<file path="config.mk">
export PLATFORM = sky130hd
export DESIGN_NAME = ahb_lite_cmd_master
export DESIGN_NICKNAME = d
export VERILOG_FILES = /design/src/rtl/ahb_lite_cmd_master.sv
export SDC_FILE = /design/constraint.sdc
export NUM_CORES = 1
export LEC_CHECK = 0
export CAP_MARGIN = 20
export CORE_ASPECT_RATIO = 1.5
export CORE_MARGIN = 3
export CORE_UTILIZATION = 43
export DETAILED_ROUTE_END_ITERATION = 12
export PLACE_DENSITY = 0.78
export SYNTH_ARGS = -nofsm -noshare
export SYNTH_HDL_FRONTEND = slang
export SYNTH_SLANG_ARGS = --single-unit
</file>
<file path="constraint.sdc">
create_clock -name hclk -period 2.2 [get_ports hclk]
set_clock_uncertainty 0.2 [all_clocks]
set_input_delay 0.22 -clock hclk [delete_from_list [all_inputs] [get_ports hclk]]
set_output_delay 0.22 -clock hclk [all_outputs]
set_load 0.02 [all_outputs]
</file>
<file path="src/rtl/ahb_lite_cmd_master.sv">
// ahb_lite_cmd_master: valid/ready command stream to pipelined single AHB-Lite transfers.
// Revision 1.0
`default_nettype none

module ahb_lite_cmd_master #(
  parameter int          ADDR_W    = 32,
  parameter int          DATA_W    = 32,
  parameter logic [3:0]  HPROT_VAL = 4'b0011
) (
  input  logic              hclk,
  input  logic              hresetn,
  input  logic              cmd_valid,
  output logic              cmd_ready,
  input  logic              cmd_write,
  input  logic [ADDR_W-1:0] cmd_addr,
  input  logic [2:0]        cmd_size,
  input  logic [DATA_W-1:0] cmd_wdata,
  output logic              rsp_valid,
  output logic              rsp_write,
  output logic [DATA_W-1:0] rsp_rdata,
  output logic              rsp_err,
  output logic              rsp_cancel,
  output logic              busy,
  output logic [ADDR_W-1:0] haddr,
  output logic [1:0]        htrans,
  output logic              hwrite,
  output logic [2:0]        hsize,
  output logic [2:0]        hburst,
  output logic [3:0]        hprot,
  output logic [DATA_W-1:0] hwdata,
  input  logic [DATA_W-1:0] hrdata,
  input  logic              hready,
  input  logic              hresp
);

  localparam logic [1:0] HTRANS_IDLE   = 2'b00;
  localparam logic [1:0] HTRANS_NONSEQ = 2'b10;

  // Address-phase stage
  logic              a_valid;
  logic              a_write;
  logic [ADDR_W-1:0] a_addr;
  logic [2:0]        a_size;
  logic [DATA_W-1:0] a_wdata;

  // Data-phase stage (write data lives directly in hwdata)
  logic              d_valid;
  logic              d_write;

  logic              abort;
  logic              cancel_pending;
  logic              cancel_write;

  logic              accept;
  logic              err_first;
  logic              d_done;

  assign cmd_ready = (!a_valid || hready) && !abort;
  assign accept    = cmd_valid && cmd_ready;
  assign err_first = d_valid && hresp && !hready;
  assign d_done    = d_valid && hready;

  assign haddr  = a_addr;
  assign htrans = a_valid ? HTRANS_NONSEQ : HTRANS_IDLE;
  assign hwrite = a_write;
  assign hsize  = a_size;
  assign hburst = 3'b000;
  assign hprot  = HPROT_VAL;
  assign busy   = a_valid || d_valid || abort;

  always_ff @(posedge hclk or negedge hresetn) begin
    if (!hresetn) begin
      a_valid        <= 1'b0;
      a_write        <= 1'b0;
      a_addr         <= '0;
      a_size         <= 3'b000;
      a_wdata        <= '0;
      d_valid        <= 1'b0;
      d_write        <= 1'b0;
      hwdata         <= '0;
      abort          <= 1'b0;
      cancel_pending <= 1'b0;
      cancel_write   <= 1'b0;
      rsp_valid      <= 1'b0;
      rsp_write      <= 1'b0;
      rsp_rdata      <= '0;
      rsp_err        <= 1'b0;
      rsp_cancel     <= 1'b0;
    end else begin
      rsp_valid  <= 1'b0;
      rsp_err    <= 1'b0;
      rsp_cancel <= 1'b0;

      // A command accepted during the first error cycle (A was empty) is cancelled too.
      if (err_first) begin
        abort   <= 1'b1;
        a_valid <= 1'b0;
        if (a_valid || accept) begin
          cancel_pending <= 1'b1;
          cancel_write   <= a_valid ? a_write : cmd_write;
        end
      end else if (hready) begin
        d_valid <= a_valid;
        if (a_valid) begin
          d_write <= a_write;
          hwdata  <= a_wdata;
        end
        a_valid <= accept;
        if (accept) begin
          a_write <= cmd_write;
          a_addr  <= cmd_addr;
          a_size  <= cmd_size;
          a_wdata <= cmd_wdata;
        end
      end else if (accept) begin
        a_valid <= 1'b1;
        a_write <= cmd_write;
        a_addr  <= cmd_addr;
        a_size  <= cmd_size;
        a_wdata <= cmd_wdata;
      end

      if (d_done) begin
        rsp_valid <= 1'b1;
        rsp_write <= d_write;
        rsp_err   <= hresp;
        rsp_rdata <= (d_write || hresp) ? '0 : hrdata;
        if (hresp && !cancel_pending) abort <= 1'b0;
      end else if (cancel_pending && !d_valid) begin
        rsp_valid      <= 1'b1;
        rsp_write      <= cancel_write;
        rsp_err        <= 1'b1;
        rsp_cancel     <= 1'b1;
        rsp_rdata      <= '0;
        cancel_pending <= 1'b0;
        abort          <= 1'b0;
      end
    end
  end

endmodule

`default_nettype wire
</file>
## Yosys cells after proc, flatten, opt, wreduce, memory -nomap -nowiden

Index checks and enable logic that the tools add are counted.

| cells by class | value |
|---|---|
| mux-type cells | 22 |
| bitwise logic cells | 1 |
| reductions and logical operators | 23 |

Operators by type and width:

| operator | number |
|---|---|
| 32-bit 2-to-1 mux | 3 |
| 1-bit 2-to-1 mux | 18 |
| 1-bit logical AND | 7 |
| 2-bit AND reduction | 3 |
| 1-bit zero test | 5 |
| 1-bit logical OR | 5 |
| 3-bit AND reduction | 1 |
| 3-bit nonzero test | 1 |
| 2-bit 2-to-1 mux | 1 |
| 2-bit nonzero test | 1 |
| 1-bit inverter | 1 |

| storage, ports and cells | value |
|---|---|
| flip-flop bits (word level) | 142 |
| bits of input ports | 105 |

## Depth between registers and ports, before layout

| logic depth | value |
|---|---|
| depth after elaboration | 9 |
| mapped depth | 6 |

## Worst setup path after synthesis

OpenSTA, ideal clock, no wires.

| timing path | value |
|---|---|
| path kind | register -> register |
| from | register a_valid |
| to | register a_addr[22], in the netlist haddr[22] |
| slack | 0.567 ns |
| path buffers | 3 |
| data required time | 1.872 ns |
| arrival time | 1.306 ns |
| clock period less this slack | 1.633 ns |
| cell stages (with the launch flop) | 7 |
| path through | dfrtp_1 buf_2 a21oi_2 o21ai_4 buf_6 buf_6 mux2_1 |

| between the ends | value |
|---|---|
| cells in the longest elaborated chain, start to end | 5 |

RTL lines:

| element | line | RTL |
|---|---|---|
| start: declaration | 40 | `logic a_valid;` |
| start signal: assignment | 108 | `a_valid <= accept;` |
| 1-bit zero test | 58 | `assign cmd_ready = (!a_valid \|\| hready) && !abort;` |
| 1-bit logical OR | 58 |  |
| 1-bit logical AND | 58 |  |
| 1-bit logical AND | 59 | `assign accept = cmd_valid && cmd_ready;` |
| 2-bit AND reduction (no line) | - |  |
| end signal: assignment | 111 | `a_addr <= cmd_addr;` |
| end signal: assignment | 118 | `a_addr <= cmd_addr;` |
| end: declaration | 42 | `logic [ADDR_W-1:0] a_addr;` |

No other way between the ends.
A chain may end at the register's enable or synchronous reset.

## Final worst setup path

| timing path | value |
|---|---|
| from | register a_valid |
| to | output cmd_ready |

| between the ends | value |
|---|---|
| cells in the longest elaborated chain, start to end | 3 |

RTL lines:

| element | line | RTL |
|---|---|---|
| 1-bit zero test | 58 |  |
| 1-bit logical OR | 58 |  |
| 1-bit logical AND | 58 |  |
| end: declaration | 13 | `output logic cmd_ready,` |

No other way between the ends.

==> key figures <==
Synth
  – Mapped cell area: 0.00538 mm2
  – Synth cell types: 25
  – Ys flop type: dfrtp_1
  – Avg Cell Area, Syn: 16.0 um2
  – Most frequent cell after synthesis: dfrtp_1
  – Post-synth EDFFs: 0
  – Synth Instances: 335
  – Post-synth top cells: dfrtp_1 (142), mux2_2 (94), a22o_1 (32)
  – Top cell type's share of synthesized area: 0.661
  – Register area share after synthesis: 0.661
  – Asr flop ratio synth: 1.00
  – Ys Warns: 0
  – Top cells by area, synth: dfrtp_1 (66%), mux2_2 (20%), a22o_1 (5.2%), buf_4 (2.0%), mux2_1 (1.9%)
  – Post-synth top area cell: dfrtp_1
  – Yosys reg bits: 142

Setup path
  – R2r worst-path depth: 4
  – CP startpoint kind: flop
  – CP Data Required Time: 1.78 ns
  – CP max stage delay: 0.63 ns
  – Crit-path cells: a21oi_1 > clkdlybuf4s50_1
  – CP Capture Type: primary output
  – Crit-path max FO: 8
  – Worst Path Class, Setup: flop to primary output
  – CP max stage cell: clkdlybuf4s50_1
  – Critical Path AT: 1.68 ns

Clocking
  – Post-CTS Setup Inserts: 0
  – Clk_lat worst skew: 0.40 ns
  – Clock buffer depth: 2
  – CTS sink count: 142
  – CTS clk-pin slew, worst paths: 0.06 ns
  – H-tree Lvls: 4
  – Num CTS Buffers: 17
  – CTS tree: yes
  – Root Driver: clkbuf_16

Floorplanning
  – Die H: 143 um
  – I/O pin cnt: 220
  – Die footprint: 0.0139 mm2
  – Die width: 97.3 um
  – Core Area: 0.0121 mm2
  – Std cell rows: 49
  – Starting Density: 0.445

Final layout
  – Fillcell total: 882
  – Final nets: 661
  – N_diodes: 0
  – P&R area growth vs syn: 54.4%
  – Fraction of layout instances using a drive strength above 1: 0.251

Route
  – Routed via count: 3574
  – Number of remaining DRC errors: 0
  – Initial drt markers: 85
  – Drt total wl: 12600 um
  – DRT Pass-1 Iters: 4
  – Routed len/inst: 17.4 um
  – Number of vias per cell: 4.95
  – Antenna Violating Nets Remaining: 0

Timing
  – Crit path time final: 2.10 ns
  – Final hold viol count: 0
  – RSZ-0062 raised after global routing: no
  – Max-slew violations: 0
  – Final hold slack: 0.143 ns
  – Least-Margin Pin Slew: 0.502 ns
  – Max Fclk: 477 MHz
  – Setup Viol. Count Final: 0
  – Final period util: 0.953
  – Slew headroom: 0.665
  – Final setup TNS: 0 ns

Global route
  – Total gr overflow: 0
  – Vias in the first global route: 3881
  – Largest net degree at the start of global routing: 54
  – Antenna violations before repair: 0
  – Total GRT Usage: 0.186
  – First-pass GRT wire length: 20200 um

Min path
  – Hold/Removal Path Class: input port to async pin

Flow run
  – Max Cap Viol: 0

Power
  – Pleak: 3.56 nW
  – Peak supply drop: 0.000816 V
  – PwrDens: 1490 mW/mm2

Placed design
  – DP HPWL: 9320 um
  – Placer's final routability congestion estimate: 0.831
  – Port-buffer cells: 211

Outcome
  – Status: finished clean
-- path summary, 6_finish.rpt --
path | start | endpoint | slack (ns)
setup reg to reg | d_valid$_DFFE_PN0P_ | a_wdata[30]$_DFFE_PN0P_ | 0.36
setup / recovery | a_valid$_DFFE_PN0P_ | cmd_ready | 0.10
hold / removal | hresetn | a_wdata[17]$_DFFE_PN0P_ | 0.14
min in group hclk | cmd_addr[28] | haddr[28]$_DFFE_PN0P_ | 0.22
hold reg to reg | haddr[28]$_DFFE_PN0P_ | haddr[28]$_DFFE_PN0P_ | 0.30
max in group asynchronous | hresetn | rsp_rdata[7]$_DFFE_PN0P_ | 1.06
-- sequential cells by signal (all words and copies together) (netlist names), 3 cells and up --
name / count
a_wdata: 32
haddr: 32
hsize: 3
hwdata: 32
rsp_rdata: 32
-- critical path, delay by kind of cell (launching register included) --
family	cells	cell delay, ns
buffers and inverters	1	0.63
flip-flops	1	0.46
AO/OA/AOI/OAI	1	0.18
-- layout by cell type, fill, tap and decap left out, types with 2 or more instances in the layout --
| master | instances |
|---|---|
| a22o_1 | 32 |
| clkbuf_16 | 17 |
| dfrtp_1 | 142 |
| buf_12 | 6 |
| bufinv_16 | 3 |
| a21oi_2 | 2 |
| inv_1 | 3 |
| nand2_1 | 5 |
| a21oi_1 | 2 |
| clkbuf_8 | 3 |
| buf_4 | 6 |
| mux2_1 | 9 |
| conb_1 | 8 |
| nor2b_1 | 3 |
| mux2_2 | 94 |
| clkinvlp_4 | 2 |
| clkinv_2 | 5 |
| clkdlybuf4s50_1 | 209 |
| o21ai_0 | 2 |
-- layout make-up --
| cell class | count | area [um2] | share of cell area |
|---|---|---|---|
| Sequential cell | 142 | 3550 | 0.428 |
| Multi-Input combinational cell | 168 | 1650 | 0.199 |
| Clock inverter | 11 | 139 | 0.0167 |
| Tap cell | 153 | 191 | 0.0231 |
| Timing Repair Buffer | 224 | 2290 | 0.276 |
| Clock buffer | 21 | 470 | 0.0567 |
| Inverter | 3 | 11.3 | 0.00136 |
-- layer usage --
| metal | vias to the layer above | global-route usage | part of all wire |
|---|---|---|---|
| met4 | 0 | 0.0883 | 0.037 |
| met3 | 30 | 0.0640 | 0.071 |
| met2 | 153 | 0.317 | 0.52 |
| met1 | 1765 | 0.211 | 0.37 |
| li1 | 1626 | - | - |
| met5 | - | 0 | 0 |
-- power by group --
| group | total, W | internal (W) | switching [W] |
|---|---|---|---|
| sequential | 0.00446 | 0.00382 | 0.000647 |
| clock | 0.00288 | 0.00186 | 0.00101 |
| combinational | 0.00503 | 0.00275 | 0.00228 |
-- logic make-up after synthesis --
logic type / after synthesis / synth area share
buffers and inverters: 31 / 0.0370
DFF: 142 / 0.661
other: 2 / 0.00140
muxes: 104 / 0.218
AOI/OAI and AO/OA: 44 / 0.0687
and+or+nand+nor: 12 / 0.0142
-- through the flow --
stage               cells  power, W  utilization  setup WS [ns]  instance area, um2
floorplan             341   0.00710            -          0.567                5400
global placement      689   0.00942        0.636          0.178                7680
detailed placement    689   0.00961        0.636          0.164                7680
CTS                   722    0.0126        0.687         0.0783                8300
global route          722    0.0130        0.687         0.0465                8300
finish                722    0.0124        0.687          0.104                8300
-- what timing repair did --
item	CTS	global route
gates resized for setup	1	0
endpoints found under the setup margin	1	0
hold buffers	1	0
endpoints found under the hold margin	113	0
Power figures use the tool's default switching activity.
==> patch 1: new RTL, config.mk and constraints unchanged <==
`DATA_W`: 32 -> 48.
--- a/src/rtl/ahb_lite_cmd_master.sv
+++ b/src/rtl/ahb_lite_cmd_master.sv
@@ -4,7 +4,7 @@
 
 module ahb_lite_cmd_master #(
   parameter int          ADDR_W    = 32,
-  parameter int          DATA_W    = 32,
+  parameter int          DATA_W    = 48,
   parameter logic [3:0]  HPROT_VAL = 4'b0011
 ) (
   input  logic              hclk,
Ports: changed (resized cmd_wdata, hrdata, hwdata and rsp_rdata); port bits go from 220 to 284. The function was not compared with the original's and may differ.
==> patch 1 against the unedited design <==
- wire length grew 45%
- clock power grew 12%
- worst setup slack gained 17 ps
- fmax grew 0.80%
- area after synthesis grew 36%
- worst hold slack lost 59 ps
- die area grew 34%
- via count grew 34%
- critical path depth grew 2
- sequential power grew 35%
- sequential cell count grew 48
- design area grew 33%
- total power grew 32%
- critical path type is now primary input to output pin
==> patch 1: results (changes against the unedited design) <==
metric,value,unit,change
startpoint,hready,,was a_valid
clkLatencyLatePin,430,ps,was 400 ps
clock_power,3.22,mW,was 2.88 mW
hpwl,13600,um,was 9320 um
status,"finished, final reports clean",,unchanged
wl_met2,9730,um,was 6580 um
syn_avg_cell_area,16.7,um2,was 16.0 um2
grt_pass1_vias,5372,,was 3881
gr-usage-met3,7.40,%,was 6.40%
nets,863,,was 661
rr_worst_depth,5,,was 4
power,16.3,mW,was 12.4 mW
routed_wl,18300,um,was 12600 um
grt_max_degree,60,,was 54
fmax,481,MHz,was 477 MHz
crit_fanout,3,,was 8
pwr-share-seq,37.1,%,was 36.1%
post-place-ws,136,ps,was 164 ps
grt_pass1_wl,29700,um,was 20200 um
portBuffers,275,,was 211
dr_wl_met3,1500,um,was 896 um
ir_drop,0.769,mV,was 0.816 mV
crit_arrival,1660,ps,was 1680 ps
yosysUniqueCellTypes,30,,was 25
met1_usage,22.9,%,was 21.1%
crit_path_max_incr_delay,610,ps,was 630 ps
[patch 1: cell count changes after synthesis, moves of 2 or more]
cell      before  now
mux2_4         0   49
buf_8          0    5
mux2_1         9    0
mux2_2        94   86
dfrtp_1      142  190
a22o_1        32   48
clkbuf_1       0    2
[patch 1: final cells by class]
class	count	share of cell area, %
sequential	190	43.1
multi-input combinational	216	21.2
timing repair buffer	298	27.5
clock buffer	18	3.98
clock inverter	14	1.75
tap	206	2.34
inverter	3	0.102
[patch 1: cells by family (layout without fill, tap and decap cells)]
logic type / Yosys count / count (layout) / share of synthesized area, %
DFF: 190 / 190 / 65.0
AOI/OAI and AO/OA: 60 / 60 / 6.86
and+or+nand+nor: 12 / 12 / 0.940
other: 2 / 8 / 0.103
muxes: 136 / 136 / 23.4
buffers and inverters: 38 / 333 / 3.71
[patch 1: critical path, delay by kind of cell]
family,cells,cell delay [ps]
buf+inv,3,1300
compound gates,1,130
==> patch 2: new RTL, same settings <==
Without the edit above. Make the reset (`hresetn`) synchronous in one clocked block.
--- a/src/rtl/ahb_lite_cmd_master.sv
+++ b/src/rtl/ahb_lite_cmd_master.sv
@@ -68,7 +68,7 @@
   assign hprot  = HPROT_VAL;
   assign busy   = a_valid || d_valid || abort;
 
-  always_ff @(posedge hclk or negedge hresetn) begin
+  always_ff @(posedge hclk) begin
     if (!hresetn) begin
       a_valid        <= 1'b0;
       a_write        <= 1'b0;
Check against the original RTL: differs if hresetn is asserted again (counterexample within 4 cycles, from zero or initial values and one cycle with hresetn low); with hresetn held inactive, the same outputs for 4 cycles.
==> patch 2 against the unedited design <==
- non-clock buffer count rose by 6
- wire length up 17%
- sequential cell count did not move
- worst setup slack got worse by 3.2 ps
- largest cell class unchanged
- critical endpoint unchanged
- area after synthesis down 0.51%
- worst hold slack lost 120 ps
- design area down 0.75%
Power is not compared: it rests on default switching activity, and its combinational part moved more than twofold at a synthesized area within 25%.
==> patch 2: results (changes against the unedited design) <==
metric,value,unit,change
swShare,25.1,%,
placedCellCount,937,,was 689
leakagePower,3.20,nW,
hp-class,primary input to flip-flop,,was primary input to asynchronous set/reset pin
post-place-ws,125,ps,was 164 ps
num_vias,4805,,was 3574
syn_avg_cell_area,8.85,um2,was 16.0 um2
clkSlewWorstSetupHoldPaths,60,ps,about the same
cts_made_buffers,17,,unchanged
yosysSeqAreaShare,53.2,%,was 66.1%
grt_pass1_vias,4852,,was 3881
groute.usage.overall,21.0,%,was 18.6%
p_per_area,776,nW/um2,
drtIter0Drc,179,,was 85
status,"finished, final reports clean",,unchanged
nets,908,,was 661
cts_root_buf,clkbuf_16,,unchanged
grt_pass1_wl,23600,um,was 20200 um
clockBufferDepth,2,,unchanged
clkLatencyLatePin,410,ps,
hpwl,10700,um,was 9320 um
drive_gt1_share,6.99,%,was 25.1%
globalplace.congestion,0.836,,was 0.831
cts_resized,0,,was 1
grt_max_degree,87,,was 54
p_comb,0.864,mW,
yosysUniqueCellTypes,28,,was 25
placed_area,7660,um2,was 7680 um2
stdcell_area,8240,um2,was 8300 um2
clkPwrFrac,43.4,%,
synth_top_cells_by_count,"nand2_1 (205), dfxtp_1 (142), mux2i_1 (71)",,"was dfrtp_1 (142), mux2_2 (94), a22o_1 (32)"
final-setup-viol-count,0,,unchanged
crit_fanout,3,,was 8
via_per_inst,4.96,,was 4.95
yosys-top-cells-area,"dfxtp_1 (53%), nand2_1 (14%), mux2i_1 (13%), a22oi_1 (4.5%), a21oi_1 (3.4%)",,"was dfrtp_1 (66%), mux2_2 (20%), a22o_1 (5.2%), buf_4 (2.0%), mux2_1 (1.9%)"
ir_drop,0.565,mV,
diodes,0,,unchanged
fillerInstances,939,,was 882
portBuffers,211,,unchanged
routed_wl,14700,um,was 12600 um
async_reset_ff_share,0,%,was 100%
crit_arrival,1680,ps,about the same
drt_first_pass_iters,4,,unchanged
cts_max_level,4,,unchanged
min_period,2100,ps,about the same
postCtsSetupBuffers,0,,unchanged
ys_warn_count,0,,unchanged
-- patch 2: changes by cell type in the layout (fill, tap and decap cells not counted), sizes merged, moves of 6 or more --
cell / delta
dfxtp: +142
nor2: +35
a22o: -32
mux2i: +70
dfrtp: -142
inv: +6
a21oi: +32
a22oi: +31
nand2: +200
mux2: -102
buf: +7
-- patch 2: layer usage --
layer / vias to the layer above / part of all wire (%) / GRT usage (%) / wire length, um
li1: 2368 / - / - / -
met1: 2230 / 39 / 21.9 / 5670
met2: 197 / 52 / 40.1 / 7690
met3: 10 / 8.3 / 7.06 / 1230
met4: 0 / 0.86 / 5.77 / 127
met5: - / 0 / 0 / 0
-- patch 2: cell type report --
cell class,count,area share [%]
multi-input cells,409,27.3
flip-flops and latches,142,34.5
well taps,153,2.32
repair buffers,230,28.7
clock buffers,19,5.50
clock inverters,13,1.55
inverters,3,0.137
-- patch 2: cell families (layout without fill, tap and decap cells) --
family / after synthesis / count (layout) / share of synthesized area (%)
flip-flops: 142 / 142 / 53.2
buffers and inverters: 59 / 265 / 5.73
multiplexers: 72 / 72 / 13.5
other: 2 / 8 / 0.140
AO/OA/AOI/OAI: 76 / 76 / 8.91
AND/OR/NAND/NOR: 253 / 253 / 18.6
-- patch 2: critical path: stages, from the launching register on --
cell             delay (ps)
dfxtp_1                 340
nor2b_1                 320
nor2_1                   80
clkdlybuf4s50_1         540
-- patch 2: worst paths after layout --
check | from | to | slack, ps | cells past startpoint
setup / recovery | a_valid | cmd_ready | 100 | 3
hold / removal | hresetn | a_wdata[22] | 30 | 3
setup reg to reg | d_valid | haddr[28] | 470 | 5
hold reg to reg | a_wdata[13] | hwdata[13] | 250 | 2
